[config.mk]
export PLATFORM = sky130hd
export DESIGN_NAME = spi_host_bridge_flat
export DESIGN_NICKNAME = d
export VERILOG_FILES = /design/src/rtl/spi_host_bridge_pkg.sv /design/src/rtl/spi_host_bridge_if.sv /design/src/rtl/spi_shift_engine.sv /design/src/rtl/spi_host_bridge.sv /design/src/flat_wrapper.sv
export SDC_FILE = /design/constraint.sdc
export NUM_CORES = 1
export LEC_CHECK = 0
export CAP_MARGIN = 20
export CORE_MARGIN = 2
export CORE_UTILIZATION = 45
export DETAILED_ROUTE_END_ITERATION = 12
export SLEW_MARGIN = 5
export SYNTH_ARGS = -nofsm -noshare
export SYNTH_HDL_FRONTEND = slang
export SYNTH_SLANG_ARGS = --single-unit
[constraint.sdc]
create_clock -name clk -period 4.7 [get_ports clk]
set_input_delay 1.41 -clock clk [delete_from_list [all_inputs] [get_ports clk]]
set_output_delay 1.41 -clock clk [all_outputs]
set_load 0.05 [all_outputs]
[src/rtl/spi_host_bridge_pkg.sv]
// Shared constants and types for the host-to-SPI bridge: register map, CTRL
// bit positions, RX FIFO geometry and the shift-engine state encoding.
package spi_host_bridge_pkg;

  localparam logic [2:0] REG_TX   = 3'd0;
  localparam logic [2:0] REG_CTRL = 3'd4;
  localparam logic [2:0] REG_DIV  = 3'd5;
  localparam logic [2:0] REG_SS   = 3'd6;

  localparam int CTRL_ASS     = 13;
  localparam int CTRL_IE      = 12;
  localparam int CTRL_LSB     = 11;
  localparam int CTRL_TX_NEG  = 10;
  localparam int CTRL_RX_NEG  = 9;
  localparam int CTRL_GO      = 8;
  localparam int CTRL_LEN_MSB = 5;
  localparam int CTRL_W       = 14;

  localparam int FIFO_DEPTH  = 16;
  localparam int FIFO_DATA_W = 32;
  localparam int FIFO_PTR_W  = 4;
  localparam int FIFO_CNT_W  = 5;
  localparam logic [FIFO_CNT_W-1:0] FIFO_FULL_CNT = FIFO_CNT_W'(FIFO_DEPTH);

  typedef enum logic [1:0] {
    ST_IDLE = 2'd0,
    ST_RUN  = 2'd1,
    ST_DONE = 2'd2
  } engine_state_e;

  // A CHAR_LEN field of zero encodes a full 32-bit character.
  function automatic logic [5:0] char_len(input logic [5:0] field);
    return (field == 6'd0) ? 6'd32 : field;
  endfunction

endpackage

[src/rtl/spi_host_bridge_if.sv]
// Host endpoint bundle: command word + strobes in, interrupt and FIFO/echo data out.
// Handshake: trigger and readFifo are single-cycle strobes with no ready; the bridge always accepts.
interface spi_host_bridge_if;
  logic [31:0] ep_dataout;
  logic        trigger;
  logic        readFifo;
  logic        rstFifo;
  logic        hostinterrupt;
  logic [31:0] dout;
  logic [31:0] lastWrite;

  modport master (
    output ep_dataout, trigger, readFifo, rstFifo,
    input  hostinterrupt, dout, lastWrite
  );

  modport slave (
    input  ep_dataout, trigger, readFifo, rstFifo,
    output hostinterrupt, dout, lastWrite
  );
endinterface

[src/rtl/spi_shift_engine.sv]
// SPI master core: sclk divider, TX/RX shift registers and edge counter, with
// MOSI looped straight back to MISO. State is exported for observation.
module spi_shift_engine
  import spi_host_bridge_pkg::*;
(
  input  logic          clk,
  input  logic          rst,
  input  logic          go_i,
  input  logic [31:0]   tx_data_i,
  input  logic [5:0]    len_i,
  input  logic          lsb_i,
  input  logic          tx_neg_i,
  input  logic          rx_neg_i,
  input  logic [15:0]   divider_i,
  output engine_state_e state_o,
  output logic          sclk_o,
  output logic          done_o,
  output logic [31:0]   rx_word_o
);

  engine_state_e state_q, state_d;
  logic [15:0] div_cnt_q;
  logic        sclk_q;
  logic [6:0]  edge_cnt_q;
  logic [31:0] tx_sr_q;
  logic [31:0] rx_sr_q;
  logic        pending_q;

  logic start, toggle, rise, fall, sample_edge, drive_edge, last_edge, mosi, miso;

  assign start       = (state_q == ST_IDLE) && go_i;
  assign toggle      = (state_q == ST_RUN) && (div_cnt_q == divider_i);
  assign rise        = toggle && !sclk_q;
  assign fall        = toggle && sclk_q;
  assign sample_edge = rx_neg_i ? fall : rise;
  assign drive_edge  = tx_neg_i ? fall : rise;
  assign last_edge   = toggle && (edge_cnt_q == ({len_i, 1'b0} - 7'd1));
  assign mosi        = lsb_i ? tx_sr_q[0] : tx_sr_q[31];
  assign miso        = mosi;

  always_ff @(posedge clk) begin
    if (rst) state_q <= ST_IDLE;
    else     state_q <= state_d;
  end

  always_comb begin
    state_d = state_q;
    case (state_q)
      ST_IDLE: if (go_i) state_d = ST_RUN;
      ST_RUN:  if (last_edge) state_d = ST_DONE;
      ST_DONE: state_d = ST_IDLE;
      default: state_d = ST_IDLE;
    endcase
  end

  always_comb begin
    state_o = state_q;
    sclk_o  = sclk_q;
    done_o  = (state_q == ST_DONE);
  end

  // A drive edge only advances TX once the presented bit has been sampled,
  // so loopback data is independent of the TX_NEG/RX_NEG edge choice.
  always_ff @(posedge clk) begin
    if (rst) begin
      div_cnt_q  <= '0;
      sclk_q     <= 1'b0;
      edge_cnt_q <= '0;
      tx_sr_q    <= '0;
      rx_sr_q    <= '0;
      pending_q  <= 1'b0;
    end else if (start) begin
      div_cnt_q  <= '0;
      sclk_q     <= 1'b0;
      edge_cnt_q <= '0;
      rx_sr_q    <= '0;
      pending_q  <= 1'b0;
      tx_sr_q    <= lsb_i ? tx_data_i : (tx_data_i << (6'd32 - len_i));
    end else if (state_q == ST_RUN) begin
      if (toggle) begin
        div_cnt_q  <= '0;
        sclk_q     <= ~sclk_q;
        edge_cnt_q <= edge_cnt_q + 7'd1;
      end else begin
        div_cnt_q  <= div_cnt_q + 16'd1;
      end
      if (sample_edge)
        rx_sr_q <= lsb_i ? {miso, rx_sr_q[31:1]} : {rx_sr_q[30:0], miso};
      if (drive_edge && (sample_edge || pending_q))
        tx_sr_q <= lsb_i ? (tx_sr_q >> 1) : (tx_sr_q << 1);
      if (sample_edge && !drive_edge) pending_q <= 1'b1;
      else if (drive_edge)            pending_q <= 1'b0;
    end
  end

  // LSB-first characters accumulate at the top and are right-justified here.
  assign rx_word_o = lsb_i ? (rx_sr_q >> (6'd32 - len_i)) : rx_sr_q;

endmodule

[src/rtl/spi_host_bridge.sv]
// Host command decoder, SPI register set and 16x32 RX FIFO around spi_shift_engine.
// Define SPI_FIFO_FWFT_EN for a first-word-fall-through dout; default is a registered dout.
module spi_host_bridge
  import spi_host_bridge_pkg::*;
(
  input  logic                  clk,
  input  logic                  rst,
  spi_host_bridge_if.slave      host,
  output engine_state_e         dbg_state_o,
  output logic [FIFO_CNT_W-1:0] dbg_fifo_count_o,
  output logic                  dbg_sclk_o,
  output logic [7:0]            dbg_ss_n_o,
  output logic [CTRL_W-1:0]     dbg_ctrl_o
);

  logic [2:0]        addr_sel_q;
  logic              addr_en_q;
  logic [31:0]       tx_q;
  logic [CTRL_W-1:0] ctrl_q;
  logic [15:0]       div_q;
  logic [7:0]        ss_q;
  logic [31:0]       last_write_q;

  engine_state_e eng_state;
  logic          eng_done;
  logic [31:0]   rx_word;
  logic          busy;
  logic [1:0]    cmd;

  assign cmd  = host.ep_dataout[31:30];
  assign busy = (eng_state != ST_IDLE) || ctrl_q[CTRL_GO];

  always_ff @(posedge clk) begin
    if (rst) begin
      addr_sel_q   <= '0;
      addr_en_q    <= 1'b0;
      tx_q         <= '0;
      ctrl_q       <= '0;
      div_q        <= '0;
      ss_q         <= '0;
      last_write_q <= '0;
    end else begin
      if (host.trigger) begin
        last_write_q <= host.ep_dataout;
        if (cmd == 2'b10) begin
          addr_sel_q <= host.ep_dataout[6:4];
          addr_en_q  <= host.ep_dataout[0];
        end else if ((cmd == 2'b01) && addr_en_q) begin
          case (addr_sel_q)
            REG_TX:   if (!busy) tx_q   <= {2'b00, host.ep_dataout[29:0]};
            REG_CTRL: if (!busy) ctrl_q <= host.ep_dataout[CTRL_W-1:0];
            REG_DIV:  if (!busy) div_q  <= host.ep_dataout[15:0];
            REG_SS:   ss_q <= host.ep_dataout[7:0];
            default:  ;
          endcase
        end
      end
      if (eng_done) ctrl_q[CTRL_GO] <= 1'b0;
    end
  end

  spi_shift_engine u_engine (
    .clk       (clk),
    .rst       (rst),
    .go_i      (ctrl_q[CTRL_GO]),
    .tx_data_i (tx_q),
    .len_i     (char_len(ctrl_q[CTRL_LEN_MSB:0])),
    .lsb_i     (ctrl_q[CTRL_LSB]),
    .tx_neg_i  (ctrl_q[CTRL_TX_NEG]),
    .rx_neg_i  (ctrl_q[CTRL_RX_NEG]),
    .divider_i (div_q),
    .state_o   (eng_state),
    .sclk_o    (dbg_sclk_o),
    .done_o    (eng_done),
    .rx_word_o (rx_word)
  );

  // With ASS the selects are only asserted for the duration of RUN.
  assign dbg_ss_n_o = (ctrl_q[CTRL_ASS] && (eng_state != ST_RUN)) ? 8'hFF : ~ss_q;
  assign dbg_state_o        = eng_state;
  assign dbg_ctrl_o         = ctrl_q;
  assign host.hostinterrupt = eng_done && ctrl_q[CTRL_IE];
  assign host.lastWrite     = last_write_q;

  logic [FIFO_DATA_W-1:0] fifo_mem [FIFO_DEPTH];
  logic [FIFO_PTR_W-1:0]  wr_ptr_q, rd_ptr_q;
  logic [FIFO_CNT_W-1:0]  count_q;
  logic                   push, pop;

  assign push = eng_done && (count_q != FIFO_FULL_CNT);
  assign pop  = host.readFifo && (count_q != '0);
  assign dbg_fifo_count_o = count_q;

  always_ff @(posedge clk) begin
    if (push) fifo_mem[wr_ptr_q] <= rx_word;
  end

  always_ff @(posedge clk) begin
    if (rst || host.rstFifo) begin
      wr_ptr_q <= '0;
      rd_ptr_q <= '0;
      count_q  <= '0;
    end else begin
      if (push) wr_ptr_q <= wr_ptr_q + FIFO_PTR_W'(1);
      if (pop)  rd_ptr_q <= rd_ptr_q + FIFO_PTR_W'(1);
      case ({push, pop})
        2'b10:   count_q <= count_q + FIFO_CNT_W'(1);
        2'b01:   count_q <= count_q - FIFO_CNT_W'(1);
        default: count_q <= count_q;
      endcase
    end
  end

`ifdef SPI_FIFO_FWFT_EN
  // Head is shown combinationally; when empty, the last shown word is held.
  logic [31:0] hold_q;
  always_ff @(posedge clk) begin
    if (rst) hold_q <= '0;
    else     hold_q <= host.dout;
  end
  assign host.dout = (count_q != '0) ? fifo_mem[rd_ptr_q] : hold_q;
`else
  logic [31:0] dout_q;
  always_ff @(posedge clk) begin
    if (rst)      dout_q <= '0;
    else if (pop) dout_q <= fifo_mem[rd_ptr_q];
  end
  assign host.dout = dout_q;
`endif

endmodule

[src/flat_wrapper.sv]
// flat-port wrapper written by rule: the top's interface ports become plain ports
module spi_host_bridge_flat import spi_host_bridge_pkg::*;
  (clk, rst, dbg_state_o, dbg_fifo_count_o, dbg_sclk_o, dbg_ss_n_o, dbg_ctrl_o, host_ep_dataout, host_trigger, host_readFifo, host_rstFifo, host_hostinterrupt, host_dout, host_lastWrite);
  spi_host_bridge_if host_i ();
  input  logic clk;
  input  logic rst;
  output engine_state_e dbg_state_o;
  output logic [FIFO_CNT_W-1:0] dbg_fifo_count_o;
  output logic dbg_sclk_o;
  output logic [7:0] dbg_ss_n_o;
  output logic [CTRL_W-1:0] dbg_ctrl_o;
  input wire logic [$bits(host_i.ep_dataout)-1:0] host_ep_dataout;
  input wire logic [$bits(host_i.trigger)-1:0] host_trigger;
  input wire logic [$bits(host_i.readFifo)-1:0] host_readFifo;
  input wire logic [$bits(host_i.rstFifo)-1:0] host_rstFifo;
  output wire logic [$bits(host_i.hostinterrupt)-1:0] host_hostinterrupt;
  output wire logic [$bits(host_i.dout)-1:0] host_dout;
  output wire logic [$bits(host_i.lastWrite)-1:0] host_lastWrite;
  assign host_i.ep_dataout = host_ep_dataout;
  assign host_i.trigger = host_trigger;
  assign host_i.readFifo = host_readFifo;
  assign host_i.rstFifo = host_rstFifo;
  assign host_hostinterrupt = host_i.hostinterrupt;
  assign host_dout = host_i.dout;
  assign host_lastWrite = host_i.lastWrite;
  spi_host_bridge u_core (.clk(clk), .rst(rst), .host(host_i), .dbg_state_o(dbg_state_o), .dbg_fifo_count_o(dbg_fifo_count_o), .dbg_sclk_o(dbg_sclk_o), .dbg_ss_n_o(dbg_ss_n_o), .dbg_ctrl_o(dbg_ctrl_o));
endmodule
# After elaboration in Yosys (flattened, before gate mapping)
# Memory sizes are Yosys's and may differ from the RTL's. A register that Yosys moved wholly into a read port is not among the register bits.
# Cells that the tools add are included.
# word_totals
ff_bits	208
out_inout_bits	95
ramBits	512
input_bits	37
elab_cells	107
memories	1
# classes
shift	2
muxes	21
addsub	8
bitwise	4
n_reduce_logical	38
n_eq_ne	15
# mem_list
memory	depth	width	rd	rd_clocked_by_memory_dff	wr	line	source
u_core.fifo_mem	16	32	1	1	1	spi_host_bridge.sv:85	logic [FIFO_DATA_W-1:0] fifo_mem [FIFO_DEPTH];
# ops
cell	count
2-to-1 mux 32 bit	7
left shift 30 x 6 -> 32 bit	1
>> shifter 32 x 6 -> 32 bit	1
adder 16 x 1 -> 16 bit, second input constant	1
== test 16 bit	1
2-to-1 mux 16 bit	1
AND reduction 5 bit	3
logical AND 1 bit	12
AND reduction 2 bit	6
one-hot mux 5 bit (2 select lines)	1
nonzero test 2 bit	5
== test 3 bit, second input constant	3
adder 4 x 1 -> 4 bit, second input constant	2
2-to-1 mux 8 bit	1
inverter 8 bit	1
adder 7 x 1 -> 7 bit, second input constant	1
== test 7 bit	1
2-to-1 mux 1 bit	7
subtractor 7 x 1 -> 7 bit, second input constant	1
== test 2 x 1 -> 1 bit, second input constant	3
== test 2 bit, second input constant	3
zero test 6 bit	1
2-to-1 mux 6 bit	1
subtractor 6 bit, first input constant	1
15 further kinds	23

# Depth between registers and ports, before layout
# Gate-level depths: netlist of the first run.
# logic_depth
word_depth	9
ltp_mapped	13
mapped_depth_nobuf	11

# Hierarchy
# A second synthesis of the first run with hierarchy kept.
# unflattened
cells_unflattened	2285
hier_area_um2	33241.9
# by_module_without_submodules
module	instances	area_per_inst_um2	cells_each	seq_area_each_um2
spi_host_bridge	1	24860.1	1351	18357.6
spi_shift_engine	1	8381.8	934	1821.7

# Worst setup path after synthesis of the first run
# OpenSTA, ideal clock, no wires.
# synth_path
path_type	register to register
startpoint	register u_core.u_engine.state_q[1] (netlist: u_core.u_engine.state_o[1])
endpoint	memory u_core.fifo_mem[3][0] (enable)
setup_time_ps	461
t_arrival_ps	3696
setup_slack_ps	543
t_required_ps	4239
stages_incl_launch_ff	6
synth_period_minus_slack_ps	4157
path_buffers	1
path_cell_list	dfxtp_1 > nor2b_1 > o21a_1 > clkbuf_1 > nand2_1 > nor3_1
# synth_via
elab_chain_cells	4
# synth_lines
element	line	source
from (decl)	spi_shift_engine.sv:21	engine_state_e state_q, state_d;
from (signal assigned)	spi_shift_engine.sv:43	else state_q <= state_d;
== test 2 bit	spi_shift_engine.sv:59	done_o = (state_q == ST_DONE);
logical AND 1 bit	spi_host_bridge.sv:90	assign push = eng_done && (count_q != FIFO_FULL_CNT);
2-to-1 mux 1 bit	spi_host_bridge.sv:95	if (push) fifo_mem[wr_ptr_q] <= rx_word;
2-to-1 mux 1 bit (not written as such)	spi_host_bridge.sv:95	
to (decl)	spi_host_bridge.sv:85	
# Every way passes these cells.

# Final worst setup path of the first run
# layout_path
startpoint	register u_core.u_engine.state_q[1] (netlist: u_core.u_engine.state_o[1])
endpoint	output dbg_ss_n_o[3]
# layout_via
elab_chain_cells	3
# layout_lines
element	line	source
inequality test 2 x 1 -> 1 bit	spi_host_bridge.sv:79	assign dbg_ss_n_o = (ctrl_q[CTRL_ASS] && (eng_state != ST_RUN)) ? 8'hFF : ~ss_q;
logical AND 1 bit	spi_host_bridge.sv:79	
2-to-1 mux 8 bit	spi_host_bridge.sv:79	
to (decl)	flat_wrapper.sv:10	output logic [7:0] dbg_ss_n_o;
# Every way passes these cells.

==> impl_metrics.yaml, run 1 <==
drt:
  drt-total-wl_um: 94700
  vias: 22400
  dr.pass1.iters: 7
  via_per_inst: 6.04
  antenna_left: 0
  wl_per_cell_um: 25.6
  remaining_drc_errors: 0
  routed-wl-met2_um: 46700
  top_layer_used: "met4"
  first_iter_violations: 2194
  met3WireLength_um: 4860
  wl_met1_um: 39000
clocking:
  clock-sinks: 752
  root_buffer: "clkbuf_16"
  cts_buffers: 79
  clockBufferDepth: 3
  clk_pin_slew_ns: 0.06
  postCtsResizedCells: 0
  cts.htree.levels: 3
  cts_tree: "done"
  cts_setup_buffers: 0
  hold_buffers: 0
  clkLatencyLatePin_ns: 0.66
critical_path:
  criticalPathCategory: "reg2out"
  path_cells: "nand2b_1 > nand2_1 > nand2_1 > clkdlybuf4s50_1"
  cp_max_fo: 8
  start_kind: "flip-flop"
  reg2reg_depth: 10
  required_ns: 3.29
  critical_path.top_delay_family: "buffers and inverters"
  critPathSlowestCell: "clkdlybuf4s50_1"
  crit_buf_inv: 1
  cp_common_cell: "nand2_1"
  regToRegSetupSlack_ns: 0.87
  cp-end-kind: "primary output"
  r2r-start: "u_core.dbg_ctrl_o[0]"
  critPathArrivalTime_ns: 2.69
  slowest_delay_ns: 0.81
  r2r-end: "u_core.fifo_mem[10][12]"
floorplan:
  ios: 132
  initial_utilization_pct: 45.3
  dieWidth_um: 277
  die_h_um: 277
  die_area_um2: 76900
  fp-row-count: 100
  core_um2: 74200
global_route:
  grt_overflow: 0
  grt_pass1_vias: 22100
  grt_use_total_pct: 24.5
  grt_antenna_before_repair: 0
  grt_max_degree: 86
  grt_pass1_wl_um: 143000
place:
  placed_area_um2: 36400
  io_buffers: 131
  place_ws_ns: 0.984
  gp_congestion: 0.996
  dp_hpwl_um: 60700
timing:
  hold_slack_ns: 0.451
  max_slew_margin_pct: 29.3
  max_freq_mhz: 244
  final.min_clock_period_ns: 4.10
  finalSetupTns_ns: 0
  rsz0062_at_grt: "false"
  fin_ws_ns: 0.596
  setup_viol: 0
  finalHoldViolCount: 0
  worst_pin_slew_ns: 1.06
  finalMaxSlewViolations: 0
  clock_skew_ns: 0.0450
  min_period_over_period_pct: 87.3
yosys:
  ys_types: 82
  synth_top_area_share_pct: 45.7
  syn_nets: 2594
  synthTopCellsByArea: "edfxtp_1 (46%), dfxtp_1 (14%), mux4_2 (12%), mux2i_1 (4.9%), nand2_1 (3.3%)"
  synth-edff-count: 512
  netlist_instances: 2544
  syn_area_per_cell_um2: 13.2
  synthesis.area_um2: 33600
  seq_area_frac_synth_pct: 60.0
  synth-seq-cells: 752
  ys_warn_count: 0
  yosys.area.top_type: "edfxtp_1"
  async_flop_share_pct: 0
  ys.flop_type: "edfxtp_1"
cells_and_area:
  layout-drive-gt1-share_pct: 17.6
  postLayoutCoreUtil_pct: 52.7
  num_antenna_cells: 0
  syn_to_final_growth_pct: 16.3
  n_fill_cell: 6114
  nets: 2719
  fin_area_um2: 39100
flow_run:
  drv_cap: 0
power_and_ir_drop:
  ir_drop_mv: 0.233
  p_leak_uw: 0.0121
  powerDensity_nw_per_um2: 348
min_path:
  hold_start: "u_core.host.dout[23]"
  hold_path_class: "reg2reg"
  holdPathEnd: "u_core.host.dout[23]"
  hold_depth: 2
run_status:
  status: "finished clean"
final cells by class:
class	instances	area [um2]	share of cell area, %
Multi-Input combinational cell	1588	12800	32.8
Sequential cell	752	20200	51.6
Clock inverter	35	488	1.25
Tap cell	969	1210	3.10
Clock buffer	112	2220	5.68
Inverter	19	71.3	0.182
Timing Repair Buffer	229	2090	5.35
cells by family (layout without fill, tap and decap cells):
logic type	count (synthesis)	count (layout)	share of synthesized area (%)
fa+ha+maj	13	13	0.506
buf+inv	204	395	2.50
mux	379	379	18.1
simple gates	737	737	9.69
flops	752	752	60.0
xor+xnor	53	53	1.38
compound gates	406	406	7.78
cell usage in the layout (no fill, tap or decap), types with 79 or more instances in the layout:
cell type,count
nand2_1,297
dfxtp_1,235
mux4_2,181
mux2i_1,165
edfxtp_1,512
buf_4,94
a21oi_1,149
nor2_1,209
clkdlybuf4s50_1,129
clkbuf_16,79
worst max-delay path by stage:
stage / cells past startpoint / startpoint / slack, ns / to
final: 4 / u_core.u_engine.state_o[1] / 0.60 / dbg_ss_n_o[3]
after global routing: 4 / u_core.u_engine.state_o[1] / 0.48 / dbg_ss_n_o[2]
after CTS: 4 / u_core.u_engine.state_o[1] / 0.60 / dbg_ss_n_o[3]
after detailed placement: 10 / u_core.dbg_ctrl_o[0] / 0.98 / u_core.fifo_mem[10][12]
after global placement: 10 / u_core.dbg_ctrl_o[0] / 1.0 / u_core.fifo_mem[10][12]
after floorplan: 5 / u_core.u_engine.state_o[1] / 0.54 / u_core.fifo_mem[3][0]
metal layers:
| layer | track usage, % | up-vias |
|---|---|---|
| met1 | 31.9 | 11400 |
| li1 | - | 9964 |
| met5 | 0 | - |
| met2 | 41.1 | 795 |
| met4 | 10.5 | 0 |
| met3 | 3.52 | 242 |
worst min-delay path, cell delays in order (launching register included):
cell	delay, ns
dfxtp_1	0.31
nand2_1	0.05
a21oi_1	0.05
flip-flops by register name (all words and copies together) (netlist names), 14 cells and up:
signal / count
u_core.fifo_mem: 512
u_core.host.lastWrite: 32
u_core.u_engine.rx_sr_q: 32
u_core.tx_q: 30
u_core.host.dout: 32
u_core.div_q: 16
u_core.dbg_ctrl_o: 14
u_core.u_engine.tx_sr_q: 32
u_core.u_engine.div_cnt_q: 16
cell usage after synthesis, types with 13 or more instances:
cell type  number
a211oi_1       47
a21oi_1       149
a221oi_1       13
a31oi_1        13
buf_1          35
buf_2          20
clkbuf_1      119
dfxtp_1       240
edfxtp_1      512
inv_1          17
mux2_2         33
mux2i_1       165
mux4_2        181
nand2_1       297
nand3_1        46
nand4_1        13
nor2_1        222
nor2b_1        26
nor3_1         53
o21ai_0        53
o221ai_1       13
o22ai_1        19
or3_1          13
or4_1          13
xnor2_1        14
xor2_1         39
per-stage QoR:
stage | cells | power (uW)
floorplan | 2544 | 7280
global route | 3704 | 14000
CTS | 3703 | 13700
global placement | 3556 | 7380
detailed placement | 3556 | 7380
finish | 3704 | 13600
power by group:
part | internal [uW] | switching [uW]
registers | 7000 | 12.4
clock network | 3730 | 2640
logic | 80.7 | 152
(Power assumes the default switching activity.)
==> inputs of run 2 (changes only) <==
--- a/config.mk
+++ b/config.mk
@@ -7,7 +7,7 @@
 export LEC_CHECK = 0
 export CAP_MARGIN = 20
 export CORE_MARGIN = 2
-export CORE_UTILIZATION = 45
+export CORE_UTILIZATION = 35
 export DETAILED_ROUTE_END_ITERATION = 12
 export SLEW_MARGIN = 5
 export SYNTH_ARGS = -nofsm -noshare
==> impl_metrics.yaml, run 2 (synthesized netlist as in run 1, its figures left out) <==
timing:
  setup_viol: 0
  finalSetupTns_ns: 0
  clock_skew_ns: 0.0333
  hold_slack_ns: 0.452
  finalHoldViolCount: 0
  min_period_over_period_pct: 89.6
  rsz0062_at_grt: "false"
  finalMaxSlewViolations: 0
  max_freq_mhz: 238
  max_slew_margin_pct: 32.0
  worst_pin_slew_ns: 1.02
  final.min_clock_period_ns: 4.21
critical_path:
  cp-end-kind: "primary output"
  required_ns: 3.29
  r2r-start: "u_core.dbg_ctrl_o[0]"
  regToRegSetupSlack_ns: 0.57
  start_kind: "flip-flop"
  reg2reg_depth: 6
  cp_max_fo: 8
  criticalPathCategory: "reg2out"
  critPathArrivalTime_ns: 2.80
  r2r-end: "u_core.fifo_mem[0][29]"
place:
  io_buffers: 131
  placed_area_um2: 36700
  gp_congestion: 0.951
  dp_hpwl_um: 58600
drt:
  wl_per_cell_um: 23.5
  via_per_inst: 5.54
  drt-total-wl_um: 93900
  first_iter_violations: 1755
  dr.pass1.iters: 7
  remaining_drc_errors: 0
  antenna_left: 0
  vias: 22100
global_route:
  grt_max_degree: 105
  grt_pass1_wl_um: 142000
  grt_antenna_before_repair: 0
  grt_pass1_vias: 22500
  grt_overflow: 0
  grt_use_total_pct: 18.9
cells_and_area:
  largest_reg_flops: 512
  final_common_cell: "edfxtp_1"
  layout-drive-gt1-share_pct: 17.6
  syn_to_final_growth_pct: 17.4
  fin_area_um2: 39500
  num_antenna_cells: 0
  regMostFlops: "u_core.fifo_mem"
  mostFrequentLayoutCells: "edfxtp_1 (512), nand2_1 (297), dfxtp_1 (235)"
  multi_input_area_um2: 12800
  postLayoutCoreUtil_pct: 41.5
  n_fill_cell: 8699
  nets: 2711
  seqCellArea_um2: 20200
power_and_ir_drop:
  swShare_pct: 20.6
  seq_power_share_pct: 51.1
  power.switching_uw: 2830
  p_int_uw: 10900
  power_uw: 13700
  pwr-share-comb_pct: 1.7
  clockPowerShare_pct: 47.3
  ir_drop_mv: 0.262
  p_leak_uw: 0.0120
  powerDensity_nw_per_um2: 348
clocking:
  clockBufferDepth: 3
  clk_pin_slew_ns: 0.06
  cts_tree: "done"
  cts.htree.levels: 3
  postCtsResizedCells: 0
  clkLatencyLatePin_ns: 0.66
  cts_setup_buffers: 0
  clock-sinks: 752
  root_buffer: "clkbuf_16"
  cts_buffers: 81
  hold_buffers: 0
floorplan:
  die_h_um: 314
  fp-row-count: 113
  initial_utilization_pct: 35.3
  ios: 132
  die_area_um2: 98600
  dieWidth_um: 314
  core_um2: 95200
min_path:
  hold_depth: 2
  hold_start: "u_core.host.dout[7]"
  hold_path_class: "reg2reg"
  holdPathEnd: "u_core.host.dout[7]"
run_status:
  status: "finished clean"
flow_run:
  drv_cap: 0
==> run 2: through the flow <==
stage                     cells  setup WS (ns)
after floorplan            2544          0.543
after global placement     3839          0.546
after detailed placement   3839          0.597
after CTS                  3990          0.480
after global routing       3994          0.359
final                      3994          0.490
==> run 2: routing by layer <==
layer / wire length (um) / track usage [%] / up-vias
met3: 4950 / 2.69 / 141
met5: 0 / 0 / -
met1: 40400 / 25.0 / 11300
met2: 46100 / 32.1 / 738
li1: - / - / 9956
met4: 2430 / 6.08 / 0
==> run 2: power groups by stage <==
| stage | Combinational [uW] | Clock [uW] | Sequential, uW |
|---|---|---|---|
| 6_report | 227 | 6490 | 7010 |
| 5_1_grt | 241 | 6890 | 7010 |
| 4_1_cts | 230 | 6650 | 7010 |
| 3_5_place_dp | 229 | 0 | 7150 |
| 3_3_place_gp | 226 | 0 | 7150 |
| 2_1_floorplan | 72.0 | 0 | 7210 |
==> run 2: critical path: stages, from the launching register on <==
cell and delay [ns]:
dfxtp_1 0.48, nand2b_1 0.38, nand2_1 0.31, nand2_1 0.16, clkdlybuf4s50_1 0.82
==> run 2: cell type report <==
type | count | area share (%)
sequential | 752 | 51.2
multi-input combinational | 1588 | 32.5
clock buffer | 110 | 5.69
timing repair buffer | 219 | 5.24
tap | 1265 | 4.01
clock inverter | 41 | 1.24
inverter | 19 | 0.181
==> run 2: worst max-delay path by stage <==
stage | from | endpoint | slack, ns | cells past startpoint
2_1_floorplan | u_core.u_engine.state_o[1] | u_core.fifo_mem[3][0] | 0.54 | 5
3_3_place_gp | host_ep_dataout[31] | u_core.dbg_ctrl_o[1] | 0.55 | 6
3_5_place_dp | host_ep_dataout[30] | u_core.dbg_ctrl_o[1] | 0.60 | 6
4_1_cts | u_core.u_engine.state_o[1] | dbg_ss_n_o[2] | 0.48 | 4
5_1_grt | u_core.dbg_ctrl_o[0] | u_core.fifo_mem[11][20] | 0.36 | 8
6_report | u_core.u_engine.state_o[1] | dbg_ss_n_o[2] | 0.49 | 4
==> inputs of run 3 (changes only) <==
--- a/config.mk
+++ b/config.mk
@@ -6,7 +6,7 @@
 export NUM_CORES = 1
 export LEC_CHECK = 0
 export CAP_MARGIN = 20
-export CORE_MARGIN = 2
+export CORE_MARGIN = 5
 export CORE_UTILIZATION = 35
 export DETAILED_ROUTE_END_ITERATION = 12
 export SLEW_MARGIN = 5
==> constraint.sdc (replaced) <==
create_clock -name clk -period 4.6 [get_ports clk]
set_input_delay 1.38 -clock clk [delete_from_list [all_inputs] [get_ports clk]]
set_output_delay 1.38 -clock clk [all_outputs]
set_load 0.05 [all_outputs]
==> impl_metrics.yaml, run 3 (synthesized netlist as in run 1, its figures left out) <==
run_status:
  status: "finished clean"
global_route:
  grt_antenna_before_repair: 0
  grt_max_degree: 89
  grt_use_total_pct: 18.2
  grt_pass1_wl_um: 145000
  grt_use_met1_pct: 25.1
  grtUsageMet3_pct: 3.00
  grt_pass1_vias: 22700
  use_met2_pct: 30.1
  busiest_layer: "met2"
  grt_overflow: 0
clocking:
  clkLatencyLatePin_ns: 0.65
  root_buffer: "clkbuf_16"
  clk_pin_slew_ns: 0.06
  cts_setup_buffers: 0
  cts_buffers: 81
  cts_tree: "done"
  postCtsResizedCells: 0
  cts.htree.levels: 3
  hold_buffers: 0
  clock-sinks: 752
  clockBufferDepth: 3
min_path:
  hold_path_class: "reg2reg"
  hold_start: "u_core.host.dout[28]"
  holdPathEnd: "u_core.host.dout[28]"
  hold_depth: 2
critical_path:
  crit_buf_inv: 1
  cp-end-kind: "primary output"
  critPathArrivalTime_ns: 2.68
  reg2reg_depth: 8
  path_cells: "nand2b_1 > nand2_1 > nand2_1 > clkdlybuf4s50_1"
  cp_common_cell: "nand2_1"
  criticalPathCategory: "reg2out"
  critPathSlowestCell: "clkdlybuf4s50_1"
  slowest_delay_ns: 0.83
  required_ns: 3.22
  critical_path.top_delay_family: "buffers and inverters"
  r2r-start: "u_core.dbg_ctrl_o[0]"
  regToRegSetupSlack_ns: 0.71
  r2r-end: "u_core.fifo_mem[10][12]"
  cp_max_fo: 8
  start_kind: "flip-flop"
floorplan:
  core_um2: 95200
  die_h_um: 320
  dieWidth_um: 320
  die_area_um2: 102000
  initial_utilization_pct: 35.3
  ios: 132
  fp-row-count: 113
timing:
  hold_slack_ns: 0.452
  setup_viol: 0
  clock_skew_ns: 0.0313
  final.min_clock_period_ns: 4.06
  finalHoldViolCount: 0
  min_period_over_period_pct: 88.2
  worst_pin_slew_ns: 1.08
  finalSetupTns_ns: 0
  max_freq_mhz: 247
  rsz0062_at_grt: "false"
  finalMaxSlewViolations: 0
  max_slew_margin_pct: 27.1
  fin_ws_ns: 0.545
flow_run:
  drv_cap: 0
cells_and_area:
  seqCellArea_um2: 20200
  final_common_cell: "edfxtp_1"
  num_antenna_cells: 0
  largest_reg_flops: 512
  n_fill_cell: 8758
  regMostFlops: "u_core.fifo_mem"
  mostFrequentLayoutCells: "edfxtp_1 (512), nand2_1 (297), dfxtp_1 (235)"
  layout-drive-gt1-share_pct: 17.8
  nets: 2724
  multi_input_area_um2: 12800
  syn_to_final_growth_pct: 17.4
power_and_ir_drop:
  ir_drop_mv: 0.257
  power_uw: 13900
  p_leak_uw: 0.0121
  powerDensity_nw_per_um2: 352
drt:
  antenna_left: 0
  wl_per_cell_um: 23.7
  via_per_inst: 5.59
  first_iter_violations: 2010
  drt-total-wl_um: 94700
  remaining_drc_errors: 0
  vias: 22400
  dr.pass1.iters: 6
place:
  place_ws_ns: 0.837
  io_buffers: 131
  dp_hpwl_um: 61000
  gp_congestion: 0.943
-- run 3: cell count changes in the layout (fill, tap and decap cells not counted), sizes merged --
cell,change
inv,+1
clkinv,+8
clkbuf,-16
buf,+14
clkinvlp,+1
-- run 3: area by class of cell --
type | count | share of cell area (%)
Tap cell | 1265 | 4.01
Clock inverter | 51 | 1.41
Sequential cell | 752 | 51.1
Inverter | 19 | 0.181
Multi-Input combinational cell | 1588 | 32.5
Clock buffer | 95 | 5.37
Timing Repair Buffer | 232 | 5.43
-- run 3: power by group --
group | switching [uW] | internal (uW)
Sequential | 13.0 | 7150
Combinational | 149 | 81.9
Clock | 2720 | 3790
Total | 2880 | 11000
-- run 3: layer usage --
metal	up-vias	share of wire, %
li1	9982	-
met1	11400	43
met4	0	2.4
met2	814	48
met5	-	0
met3	158	6.0
-- run 3: per-stage QoR --
step                area [um2]  util (%)  std cells
floorplan                33600         -       2544
global placement         36800      38.7       3853
detailed placement       36800      38.7       3854
CTS                      39500      41.5       4000
global route             39500      41.5       4002
finish                   39500      41.5       4002
-- run 3: how the worst max path moves through the flow --
stage,start,slack (ns),depth (start not counted),end
after floorplan,u_core.u_engine.state_o[1],0.44,5,u_core.fifo_mem[3][0]
after global placement,u_core.dbg_ctrl_o[0],0.84,9,u_core.u_engine.tx_sr_q[2]
after detailed placement,u_core.dbg_ctrl_o[0],0.84,10,u_core.fifo_mem[0][4]
after CTS,u_core.u_engine.state_o[1],0.49,4,dbg_ss_n_o[4]
after global routing,u_core.u_engine.state_o[1],0.39,4,dbg_ss_n_o[2]
final,u_core.u_engine.state_o[1],0.54,4,dbg_ss_n_o[2]
-- run 3: worst register-to-register path, delay by kind of cell (launching register included) --
kind / cells / cell delay, ns
DFF: 1 / 0.31
and+or+nand+nor: 3 / 1.48
buffers and inverters: 2 / 0.54
AOI/OAI and AO/OA: 2 / 1.02
adders and majority gates: 1 / 0.36
